==> config.mk <==
export PLATFORM = sky130hd
export DESIGN_NAME = alu_arbiter
export DESIGN_NICKNAME = d
export VERILOG_FILES = /design/src/rtl/alu_arbiter.sv
export SDC_FILE = /design/constraint.sdc
export NUM_CORES = 1
export LEC_CHECK = 0
export BUFFER_PORTS_ARGS = -buffer_cell sky130_fd_sc_hd__buf_2
export CELL_PAD_IN_SITES_DETAIL_PLACEMENT = 1
export CELL_PAD_IN_SITES_GLOBAL_PLACEMENT = 1
export CORE_ASPECT_RATIO = 1.75
export CORE_MARGIN = 10
export CORE_UTILIZATION = 31
export CTS_CLUSTER_SIZE = 30
export DETAILED_ROUTE_END_ITERATION = 16
export PLACE_DENSITY_LB_ADDON = 0.1
export REMOVE_ABC_BUFFERS = 1
export SYNTH_ARGS = -nofsm -noshare
export SYNTH_HDL_FRONTEND = slang
export SYNTH_SLANG_ARGS = --single-unit
==> constraint.sdc <==
create_clock -name clk -period 6.45 [get_ports clk]
set_clock_uncertainty 0.15 [all_clocks]
set_input_delay 0.9675 -clock clk [delete_from_list [all_inputs] [get_ports clk]]
set_output_delay 0.9675 -clock clk [all_outputs]
set_load 0.02 [all_outputs]
==> src/rtl/alu_arbiter.sv <==
// Two-requester valid/ready arbiter in front of one 32-bit ALU, one operation in flight.
// Build option: define ALU_ARB_FIXED_PRIO_EN for fixed priority (requester 0 wins ties).
module alu_arbiter #(
    parameter bit PRIO_INIT = 1'b0
) (
    input  logic        clk,
    input  logic        rst,
    input  logic        req0_valid,
    output logic        req0_ready,
    input  logic [31:0] req0_a,
    input  logic [31:0] req0_b,
    input  logic [3:0]  req0_op,
    input  logic        req1_valid,
    output logic        req1_ready,
    input  logic [31:0] req1_a,
    input  logic [31:0] req1_b,
    input  logic [3:0]  req1_op,
    output logic        rsp_valid,
    input  logic        rsp_ready,
    output logic        rsp_id,
    output logic [31:0] rsp_result,
    output logic        rsp_n,
    output logic        rsp_z,
    output logic        rsp_v,
    output logic        rsp_c,
    output logic        rsp_error
);

    typedef enum logic [1:0] {IDLE, EXEC, RESP} state_t;

    localparam logic [3:0] OP_ADD = 4'b0000, OP_SUB = 4'b1000, OP_SLL = 4'b0001,
                           OP_SGT = 4'b0010, OP_UGT = 4'b0011, OP_XOR = 4'b0100,
                           OP_SRL = 4'b0101, OP_SRA = 4'b1101, OP_OR  = 4'b0110,
                           OP_AND = 4'b0111;

    state_t      state, state_nxt;
    logic        prio;
    logic        grant_id;
    logic        accept;
    logic        rsp_done;
    logic [31:0] op_a, op_b;
    logic [3:0]  op_code;
    logic        op_id;
    logic [31:0] alu_result;
    logic        alu_v, alu_c, alu_error;
    logic [32:0] wide;

    // Tie goes to the priority holder; otherwise the lone valid requester wins.
    assign grant_id   = req1_valid & (~req0_valid | prio);
    // NOTE: readies are combinational, so they are gated by rst explicitly; the state
    // register alone would let them rise during the reset cycles.
    assign req0_ready = ~rst & (state == IDLE) & req0_valid & ~grant_id;
    assign req1_ready = ~rst & (state == IDLE) & req1_valid &  grant_id;
    assign accept     = req0_ready | req1_ready;
    assign rsp_valid  = ~rst & (state == RESP);
    assign rsp_done   = rsp_valid & rsp_ready;

`ifdef ALU_ARB_FIXED_PRIO_EN
    assign prio = 1'b0;
`else
    always_ff @(posedge clk) begin
        if (rst)           prio <= PRIO_INIT;
        else if (rsp_done) prio <= ~rsp_id;
    end
`endif

    always_ff @(posedge clk) begin
        if (rst) state <= IDLE;
        else     state <= state_nxt;
    end

    // NOTE: every always_comb output gets a default first so no path infers a latch.
    always_comb begin
        state_nxt = state;
        case (state)
            IDLE:    if (accept)   state_nxt = EXEC;
            EXEC:                  state_nxt = RESP;
            RESP:    if (rsp_done) state_nxt = IDLE;
            default:               state_nxt = IDLE;
        endcase
    end

    always_ff @(posedge clk) begin
        if (rst) begin
            op_a    <= '0;
            op_b    <= '0;
            op_code <= '0;
            op_id   <= 1'b0;
        end else if (accept) begin
            op_a    <= grant_id ? req1_a  : req0_a;
            op_b    <= grant_id ? req1_b  : req0_b;
            op_code <= grant_id ? req1_op : req0_op;
            op_id   <= grant_id;
        end
    end

    always_comb begin
        alu_result = '0;
        alu_v      = 1'b0;
        alu_c      = 1'b0;
        alu_error  = 1'b0;
        wide       = '0;
        case (op_code)
            OP_ADD: begin
                wide       = {1'b0, op_a} + {1'b0, op_b};
                alu_result = wide[31:0];
                alu_c      = wide[32];
                alu_v      = (op_a[31] == op_b[31]) && (wide[31] != op_a[31]);
            end
            OP_SUB: begin
                wide       = {1'b0, op_a} - {1'b0, op_b};
                alu_result = wide[31:0];
                alu_c      = wide[32];
                alu_v      = (op_a[31] != op_b[31]) && (wide[31] != op_a[31]);
            end
            OP_SLL:  alu_result = op_a << op_b[4:0];
            OP_SGT:  alu_result = {31'd0, $signed(op_a) > $signed(op_b)};
            OP_UGT:  alu_result = {31'd0, op_a > op_b};
            OP_XOR:  alu_result = op_a ^ op_b;
            OP_SRL:  alu_result = op_a >> op_b[4:0];
            OP_SRA:  alu_result = $unsigned($signed(op_a) >>> op_b[4:0]);
            OP_OR:   alu_result = op_a | op_b;
            OP_AND:  alu_result = op_a & op_b;
            default: alu_error  = 1'b1;
        endcase
    end

    always_ff @(posedge clk) begin
        if (rst) begin
            rsp_id     <= 1'b0;
            rsp_result <= '0;
            rsp_n      <= 1'b0;
            rsp_z      <= 1'b0;
            rsp_v      <= 1'b0;
            rsp_c      <= 1'b0;
            rsp_error  <= 1'b0;
        end else if (state == EXEC) begin
            rsp_id     <= op_id;
            rsp_result <= alu_result;
            rsp_n      <= alu_result[31];
            rsp_z      <= (alu_result == '0);
            rsp_v      <= alu_v;
            rsp_c      <= alu_c;
            rsp_error  <= alu_error;
        end
    end

endmodule

==> impl_metrics.tcl <==
set metrics [dict create \
    ys_seq_elements 109 \
    finalSetupViolations 0 \
    cts_tree "yes" \
    peakVddDrop_v 0.000129 \
    report.final.slew_viol_count 0 \
    grt_pass1_wl_mm 126 \
    endpoint_kind "flop" \
    final_area_um2 16600 \
    synth_ff_type "dfxtp_1" \
    htreeDepth 3 \
    path_common_cell "buf_4" \
    multi_input_area_um2 11500 \
    synth_area_um2 14900 \
    synth_area_leaders "dfxtp_1, mux4_2, mux2i_1" \
    crit_family "compound AO/OA/AOI/OAI gates" \
    vias 16900 \
    yosysWarnings 0 \
    hold_violations 0 \
    layout_common_cells "nor2_1, buf_2, nand2_1" \
    cp.required_ns 6.63 \
    min_path_type "reg -> reg" \
    synth.top_cell.area_share 0.147 \
    outcome "finished clean" \
    path_clk_slew_ns 0.09 \
    power_density_nw_per_um2 220 \
    gp_congestion 1.05 \
    crit_path_start_kind "flop" \
    max_slew.worst_pin.slew_ns 1.15 \
    fin_crit_sh 0.858 \
    chipHeight_um 310 \
    layout_commonest_cell "nor2_1" \
    syn_inst 1956 \
    core-area_um2 47600 \
    synthDistinctLibCells 93 \
    critical_path.max_fanout 48 \
    cts_hold_buf 0 \
    drtIter0Drc 1428 \
    critPathBufInv 2 \
    die-area_um2 57500 \
    cts_root_buf "clkbuf_16" \
    grt_pass1_vias 17300 \
    die_width_um 186 \
    fmax_mhz 181 \
    clock-sinks 109 \
    period_needed_ns 5.54 \
    area_growth_pct 11.8 \
    vias_per_cell 6.42 \
    cts_setup_buffers 0 \
    total_leakage_power_nw 6.67 \
    grt_usage 0.305 \
    rsz0062_at_grt "false" \
    antenna_found_initial 1 \
    path_cells "buf_4, mux4_2, mux2i_1, o22ai_1, a2111oi_1, buf_4, nand3_1, a31oi_1, a2bb2oi_1, nor2_1, o211ai_1, or4_1, o21ai_1" \
    seq_area_frac_synth 0.147 \
    antenna_cells 0 \
    drive_gt1_frac 0.197 \
    firstDrtPassIters 5 \
    seq_area_um2 2190 \
    detail_route.wl_per_cell_um 34.0 \
    initial_core_util 0.312 \
    dp_hpwl_mm 72.6 \
    wl_mm 89.6 \
    synthArstFlopShare 0 \
    ctsLongestPathBuffers 2 \
    dpl_cell_area_um2 16300 \
    ios 182 \
    synth_area_per_cell_um2 7.61 \
    cts_buffers 9 \
    final.setup.worst_slack_ns 0.913 \
    critPathKind "reg -> reg" \
    ant_nets 0 \
    drv_cap 0 \
    cpMaxStageDelayCell "a2111oi_1" \
    grt_overflow_total 0 \
    grt_max_degree 75 \
    critical_path_arrival_ns 5.72 \
    cts-resized-gates 0 \
    clk_latency_ns 0.41 \
    max_stage_delay_ns 0.93 \
    core.rowCount 106 \
    drc 0 \
    yosysTopAreaCell "dfxtp_1" \
    max-slew-margin-rel 0.230 \
    synth_enable_flop_cells 0 \
    portBuffers 181 \
    num-nets-final 2275 \
    n_fill_cell 5893 \
    place_ws_ns 1.10 \
]
==> kinds of logic after synthesis <==
kind of cell,after synthesis,share of synthesized area
compound gates,589,0.276
xor+xnor,17,0.0100
fa+ha+maj,99,0.0843
buf+inv,303,0.0845
flops,109,0.147
mux,216,0.200
simple gates,623,0.198
==> routing by layer <==
layer	vias to the layer above	routed length (um)	GRT usage
met5	-	20	0
met4	2	7450	0.229
met3	268	4690	0.0422
met2	758	44600	0.529
li1	7480	-	-
met1	8400	32900	0.329
==> cell usage after synthesis, drive strengths merged (43+ instances only) <==
library cell / count
clkbuf: 121
nand2: 139
a211oi: 109
mux4: 62
nor2: 228
dfxtp: 109
nand3: 43
nor3: 60
inv: 108
ha: 97
buf: 73
o21ai: 87
a21oi: 127
mux2i: 127
==> worst min-delay path, stage by stage (launching register included) <==
cell     delay [ns]
dfxtp_1        0.32
nand2_1        0.05
a21oi_1        0.05
==> report_power, final <==
group          switching (mW)  total, mW  internal (mW)
logic                    1.47       2.20          0.730
registers               0.118      0.858          0.740
clock network           0.324      0.603          0.279
total                    1.91       3.66           1.75
==> stage by stage <==
stage | TNS [ns] | cells | util | total power [mW] | hold WS (ns)
final | 0 | 2634 | 0.349 | 3.66 | 0.309
after global routing | 0 | 2634 | 0.349 | 3.82 | 0.331
after CTS | 0 | 2634 | 0.349 | 3.64 | 0.312
after detailed placement | 0 | 2618 | 0.343 | 3.02 | 0.298
after global placement | 0 | 2618 | 0.343 | 3.01 | 0.291
after floorplan | -183.70 | 1762 | - | 2.13 | 0.276
==> flip-flops by register name, summed over array words and instances, names as in the netlist <==
register    cells
rsp_id          1
state           2
rsp_result     32
op_a           32
rsp_c           1
rsp_z           1
prio            1
rsp_v           1
op_code         4
op_b           32
rsp_error       1
op_id           1
==> final timing paths <==
| kind | start | endpoint | slack (ns) | cells after the start |
|---|---|---|---|---|
| max | op_b[1]$_SDFFE_PP0P_ | rsp_z$_SDFFE_PP0N_ | 0.91 | 13 |
| min | rsp_result[22]$_SDFFE_PP0N_ | rsp_result[22]$_SDFFE_PP0N_ | 0.31 | 2 |
| max reg2reg | op_b[1]$_SDFFE_PP0P_ | rsp_z$_SDFFE_PP0N_ | 0.91 | 13 |
| min reg2reg | rsp_result[22]$_SDFFE_PP0N_ | rsp_result[22]$_SDFFE_PP0N_ | 0.31 | 2 |
==> cell type report <==
| cell class | count | area share |
|---|---|---|
| clock buffer | 11 | 0.0146 |
| sequential | 109 | 0.132 |
| inverter | 109 | 0.0246 |
| clock inverter | 5 | 0.00241 |
| multi-input combinational | 1544 | 0.691 |
| tap | 594 | 0.0447 |
| timing repair buffer | 262 | 0.0912 |
Note: power is estimated with default switching activity, not from simulation.
